[config.mk]
export PLATFORM = sky130hd
export DESIGN_NAME = uart_rx_8x
export DESIGN_NICKNAME = d
export VERILOG_FILES = /design/src/rtl/uart_rx_8x.sv
export SDC_FILE = /design/constraint.sdc
export NUM_CORES = 1
export LEC_CHECK = 0
export BUFFER_PORTS_ARGS = -buffer_cell sky130_fd_sc_hd__buf_2
export CORE_ASPECT_RATIO = 0.8
export CORE_MARGIN = 2
export CORE_UTILIZATION = 50
export CTS_CLUSTER_SIZE = 24
export DETAILED_ROUTE_END_ITERATION = 16
export PLACE_DENSITY = 0.7
export SYNTH_ARGS = -nofsm -noshare
export SYNTH_HDL_FRONTEND = slang
export SYNTH_SLANG_ARGS = --single-unit
export TNS_END_PERCENT = 10
[constraint.sdc]
create_clock -name clk -period 2.75 [get_ports clk]
set_clock_uncertainty 0.1 [all_clocks]
set_input_delay 0.55 -clock clk [delete_from_list [all_inputs] [get_ports clk]]
set_output_delay 0.55 -clock clk [all_outputs]
set_load 0.01 [all_outputs]
[src/rtl/uart_rx_8x.sv]
// rtl/uart_rx_8x.sv - 8x oversampling UART receiver, optional even parity via UART_RX_PARITY_EN
`timescale 1ns/1ps
module uart_rx_8x #(
   parameter int SYNC_STAGES = 2
) (
   input  logic       clk,
   input  logic       rst_n,
   input  logic       rx_tick,
   input  logic       rxd,
   input  logic       rd,
   output logic [7:0] data,
   output logic       data_ready,
   output logic       frame_err,
   output logic       overrun,
   output logic       busy
`ifdef UART_RX_PARITY_EN
   ,
   output logic       parity_err
`endif
);

   typedef enum logic [2:0] {
      S_IDLE,
      S_START,
      S_DATA,
`ifdef UART_RX_PARITY_EN
      S_PARITY,
`endif
      S_STOP,
      S_BREAK
   } state_t;

   state_t                 state_q, state_d;
   logic [2:0]             cnt_q, cnt_d;
   logic [2:0]             idx_q, idx_d;
   logic [7:0]             shift_q, shift_d;
   logic [SYNC_STAGES-1:0] sync_q, sync_d;
   logic [7:0]             data_q, data_d;
   logic                   data_ready_q, data_ready_d;
   logic                   frame_err_q, frame_err_d;
   logic                   overrun_q, overrun_d;
   logic                   rxs;
   logic                   complete;
   logic                   stop_bad;
`ifdef UART_RX_PARITY_EN
   logic                   par_q, par_d;
   logic                   parity_err_q, parity_err_d;
`endif

   assign rxs = sync_q[SYNC_STAGES-1];

   // Next-state logic: everything except the synchronizer only moves on rx_tick
   always_comb begin
      state_d  = state_q;
      cnt_d    = cnt_q;
      idx_d    = idx_q;
      shift_d  = shift_q;
      complete = 1'b0;
      stop_bad = 1'b0;
      sync_d   = {sync_q[SYNC_STAGES-2:0], rxd};
`ifdef UART_RX_PARITY_EN
      par_d    = par_q;
`endif
      if (rx_tick) begin
         case (state_q)
            S_IDLE: begin
               if (!rxs) begin
                  state_d = S_START;
                  cnt_d   = 3'd0;
               end
            end
            S_START: begin
               // Mid-start-bit check rejects short low glitches
               if (cnt_q == 3'd3) begin
                  if (rxs) begin
                     state_d = S_IDLE;
                  end else begin
                     state_d = S_DATA;
                     cnt_d   = 3'd0;
                     idx_d   = 3'd0;
                  end
               end else begin
                  cnt_d = cnt_q + 3'd1;
               end
            end
            S_DATA: begin
               cnt_d = cnt_q + 3'd1;
               if (cnt_q == 3'd7) begin
                  shift_d = {rxs, shift_q[7:1]};
                  idx_d   = idx_q + 3'd1;
                  if (idx_q == 3'd7) begin
`ifdef UART_RX_PARITY_EN
                     state_d = S_PARITY;
`else
                     state_d = S_STOP;
`endif
                  end
               end
            end
`ifdef UART_RX_PARITY_EN
            S_PARITY: begin
               cnt_d = cnt_q + 3'd1;
               if (cnt_q == 3'd7) begin
                  par_d   = rxs;
                  state_d = S_STOP;
               end
            end
`endif
            S_STOP: begin
               cnt_d = cnt_q + 3'd1;
               if (cnt_q == 3'd7) begin
                  complete = 1'b1;
                  if (rxs) begin
                     state_d = S_IDLE;
                  end else begin
                     stop_bad = 1'b1;
                     state_d  = S_BREAK;
                  end
               end
            end
            S_BREAK: begin
               // Line must return high before a new start edge is accepted
               if (rxs) state_d = S_IDLE;
            end
            default: state_d = S_IDLE;
         endcase
      end
   end

   // Output register inputs: load on completion, rd clears the ready flag
   always_comb begin
      data_d       = complete ? shift_q : data_q;
      data_ready_d = complete ? 1'b1 : (rd ? 1'b0 : data_ready_q);
      overrun_d    = complete & data_ready_q & ~rd;
      frame_err_d  = stop_bad;
`ifdef UART_RX_PARITY_EN
      parity_err_d = complete & ((^shift_q) ^ par_q);
`endif
   end

   // State and output registers with asynchronous reset
   always_ff @(posedge clk or negedge rst_n) begin
      if (!rst_n) begin
         state_q      <= S_IDLE;
         cnt_q        <= 3'd0;
         idx_q        <= 3'd0;
         shift_q      <= 8'h00;
         sync_q       <= '1;
         data_q       <= 8'h00;
         data_ready_q <= 1'b0;
         frame_err_q  <= 1'b0;
         overrun_q    <= 1'b0;
`ifdef UART_RX_PARITY_EN
         par_q        <= 1'b0;
         parity_err_q <= 1'b0;
`endif
      end else begin
         state_q      <= state_d;
         cnt_q        <= cnt_d;
         idx_q        <= idx_d;
         shift_q      <= shift_d;
         sync_q       <= sync_d;
         data_q       <= data_d;
         data_ready_q <= data_ready_d;
         frame_err_q  <= frame_err_d;
         overrun_q    <= overrun_d;
`ifdef UART_RX_PARITY_EN
         par_q        <= par_d;
         parity_err_q <= parity_err_d;
`endif
      end
   end

   assign data       = data_q;
   assign data_ready = data_ready_q;
   assign frame_err  = frame_err_q;
   assign overrun    = overrun_q;
   assign busy       = (state_q != S_IDLE);
`ifdef UART_RX_PARITY_EN
   assign parity_err = parity_err_q;
`endif

endmodule

==> impl_metrics.json <==
{
  "status": "finished, final reports clean",
  "final-setup-viol-count": 0,
  "die_x_um": 61.9,
  "htreeDepth": 2,
  "area_share_of_xor_xnor_cells_in_the_synthesized_design": 0,
  "drtAntennaViolNets": 0,
  "clock_tree.buffer_depth": 2,
  "clock_tree.root_cell": "clkbuf_4",
  "setup-tns-final_ns": 0,
  "pwr-share-clk": 0.205,
  "postSynthNetCount": 115,
  "synth_area_leader_cell": "dfrtp_1",
  "critical_path.startpoint_type": "flip-flop",
  "hold_path.class": "in -> async",
  "critical_path_arrival_ns": 2.29,
  "synth-seq-area-share": 0.561,
  "remaining_drc_errors": 0,
  "cap_violations": 0,
  "area.growth.synth_to_final_pct": 11.0,
  "wl_per_cell_um": 12.5,
  "most_common_library_cell_in_the_layout_ignoring_fill_and_taps": "dfrtp_1",
  "final_core_utilization": 0.596,
  "synthMuxAreaShare": 0.193,
  "yosys.cell_types.count": 28,
  "setup.worst_path.class": "reg -> reg",
  "initialDrtViolationCount": 32,
  "place.port_buffers": 16,
  "dr_total_vias": 818,
  "cts.reportedPaths.clkPinSlew_ns": 0.09,
  "path_cells": "ha_1, ha_1, or4b_1, o311a_1, o211ai_2, mux2_2",
  "design.die.area_um2": 3120,
  "detail_route.vias_per_cell": 5.11,
  "holdBufCountCts": 0,
  "endpoint_kind": "flip-flop",
  "ys_ff_latch": 30,
  "num_ports": 17,
  "synth-simple-area-share": 0.104,
  "synth_warn": 0,
  "globalRoute.totalOverflow": 0,
  "critical-path-top-cell-by-count": "ha_1",
  "nNetsFinal": 135,
  "multiInputGateArea_um2": 538,
  "number_of_global_route_vias_before_repair": 853,
  "die_height_um": 50.3,
  "finalMaxSlewViolations": 0,
  "worstPathRequired_ns": 2.85,
  "p_sw_frac": 0.336,
  "cts_resized": 0,
  "fill_cells": 220,
  "timing.critical_path.slowest_stage_cell": "or4b_1",
  "netlist_top_cells_area": "dfrtp_1, mux2_2, ha_1",
  "diodes": 0,
  "rsz0062_at_grt": "no",
  "p_int_uw": 741,
  "synth_fa_ha_area_frac": 0.0559,
  "cts_setup_buffers": 0,
  "cts_made_buffers": 5,
  "min_period_over_period": 0.795,
  "initial_core_util": 0.537,
  "timing.slew.headroom": 0.569,
  "final_layout_size_suffix_gt1_frac": 0.403,
  "power.static_leakage_nw": 0.796,
  "comb_power_share": 0.258,
  "sequential_cell_area_um2": 753,
  "final-hold-violation-count": 0,
  "main_combinational_cell_family_by_area_after_synthesis": "multiplexers",
  "grtUsageTotal": 0.161,
  "syn-cell-area_um2": 1340,
  "cts_tree": "done",
  "synth_largest_type_area_fraction": 0.522,
  "power.switching_uw": 374,
  "grt_antenna_before_repair": 0,
  "fin_hold_ws_ns": 0.157,
  "pin_count_of_the_biggest_net_entering_global_routing": 31,
  "core_area_um2": 2500,
  "post-dp-hpwl_um": 1410,
  "post-route-min-period_ns": 2.19,
  "power_per_cell_area_nw_per_um2": 748,
  "grt_first_pass_wirelength_um": 3660,
  "synth_compound_gate_area_share": 0.0475,
  "place_congestion": 0.761,
  "layout_common_cells": "dfrtp_1, mux2_2, buf_2",
  "postSynthCellCount": 104,
  "power_frac_seq": 0.537,
  "biggest_fanout_along_the_worst_timing_path": 3,
  "worst_slew_pin_slew_ns": 0.646,
  "ir_drop_mv": 0.383,
  "cp_slowest_stage_delay_ns": 0.49,
  "fmax_mhz": 457,
  "floorplan.rows": 16,
  "cts.sink_count": 30,
  "drt-pass1-iter-count": 4,
  "post_synth.cell_area_avg_um2": 12.9,
  "clk-insertion-delay-late_ns": 0.31,
  "detailed_route_wl_um": 1990
}
## cell type report
cell class,count,share of cell area
clock inverter,2,0.00672
inverter,5,0.0126
clock buffer,5,0.0252
timing repair buffer,17,0.0588
multi-input combinational,65,0.361
tap,36,0.0302
sequential,30,0.505
## per-stage QoR
step | instances | setup slack (ns) | power (mW) | cell area (um^2)
after floorplan | 104 | 0.657 | 0.853 | 1340
after global placement | 153 | 0.613 | 0.882 | 1440
after detailed placement | 153 | 0.554 | 0.900 | 1440
after CTS | 160 | 0.554 | 1.13 | 1490
after global routing | 160 | 0.483 | 1.21 | 1490
final | 160 | 0.563 | 1.12 | 1490
## worst max-delay path: cells and delay by family (launching register included)
kind	cells	cell delay [ns]
simple gates	1	0.49
fa+ha+maj	2	0.45
flops	1	0.40
compound gates	2	0.28
mux	1	0.36
## cell usage after synthesis
master and number:
dfrtp_1 28, mux2_2 19, nand2_1 8, ha_1 6
inv_1 5, nor2_1 5, o21ai_0 4, mux2i_1 3
buf_2 2, buf_6 2, dfstp_2 2, nand2b_1 2
nor2b_1 2, nor3_1 2, a21oi_1 1, a21oi_2 1
mux2_4 1, nand2_2 1, nand3_1 1, nand4_1 1
nor2_2 1, nor3b_1 1, o211ai_2 1, o311a_1 1
o31ai_1 1, or3_1 1, or3b_1 1, or4b_1 1
## kinds of logic (layout without fill, tap and decap cells)
| kind of cell | Yosys count | after routing |
|---|---|---|
| and+or+nand+nor | 27 | 27 |
| AOI/OAI and AO/OA | 9 | 9 |
| buffers and inverters | 9 | 29 |
| muxes | 23 | 23 |
| adders and majority gates | 6 | 6 |
| DFF | 30 | 30 |
## state kept, by name, summed over array words and instances (netlist names)
name,cells
shift_q,8
data_ready,1
idx_q,3
overrun,1
frame_err,1
data,8
sync_q,2
cnt_q,3
state_q,3
## power groups by stage
| stage | clock [mW] | sequential [mW] | combinational [mW] |
|---|---|---|---|
| after floorplan | 0 | 0.548 | 0.305 |
| after global placement | 0 | 0.602 | 0.280 |
| after detailed placement | 0 | 0.607 | 0.294 |
| after CTS | 0.237 | 0.597 | 0.295 |
| after global routing | 0.262 | 0.612 | 0.334 |
| final | 0.229 | 0.599 | 0.288 |
## path summary, 6_finish.rpt
kind	start	to	slack, ns	cells after the start
setup reg to reg	cnt_q[0]$_DFFE_PN0P_	state_q[1]$_DFFE_PN0P_	0.56	6
hold reg to reg	sync_q[0]$_DFF_PN1_	sync_q[1]$_DFF_PN1_	0.26	0
min in group clk	rxd	sync_q[0]$_DFF_PN1_	0.24	1
max in group asynchronous	rst_n	data[6]$_DFFE_PN0P_	1.97	1
setup / recovery	cnt_q[0]$_DFFE_PN0P_	state_q[1]$_DFFE_PN0P_	0.56	6
hold / removal	rst_n	idx_q[2]$_DFFE_PN0P_	0.16	1
## per-layer routing
metal / vias to the layer above / GRT usage / routed length, um
li1: 399 / - / -
met1: 405 / 0.202 / 914
met2: 14 / 0.258 / 999
met3: 0 / 0.0619 / 78
met4: 0 / 0.0426 / 0
met5: - / 0 / 0
Note: power is estimated with default switching activity, not from simulation.
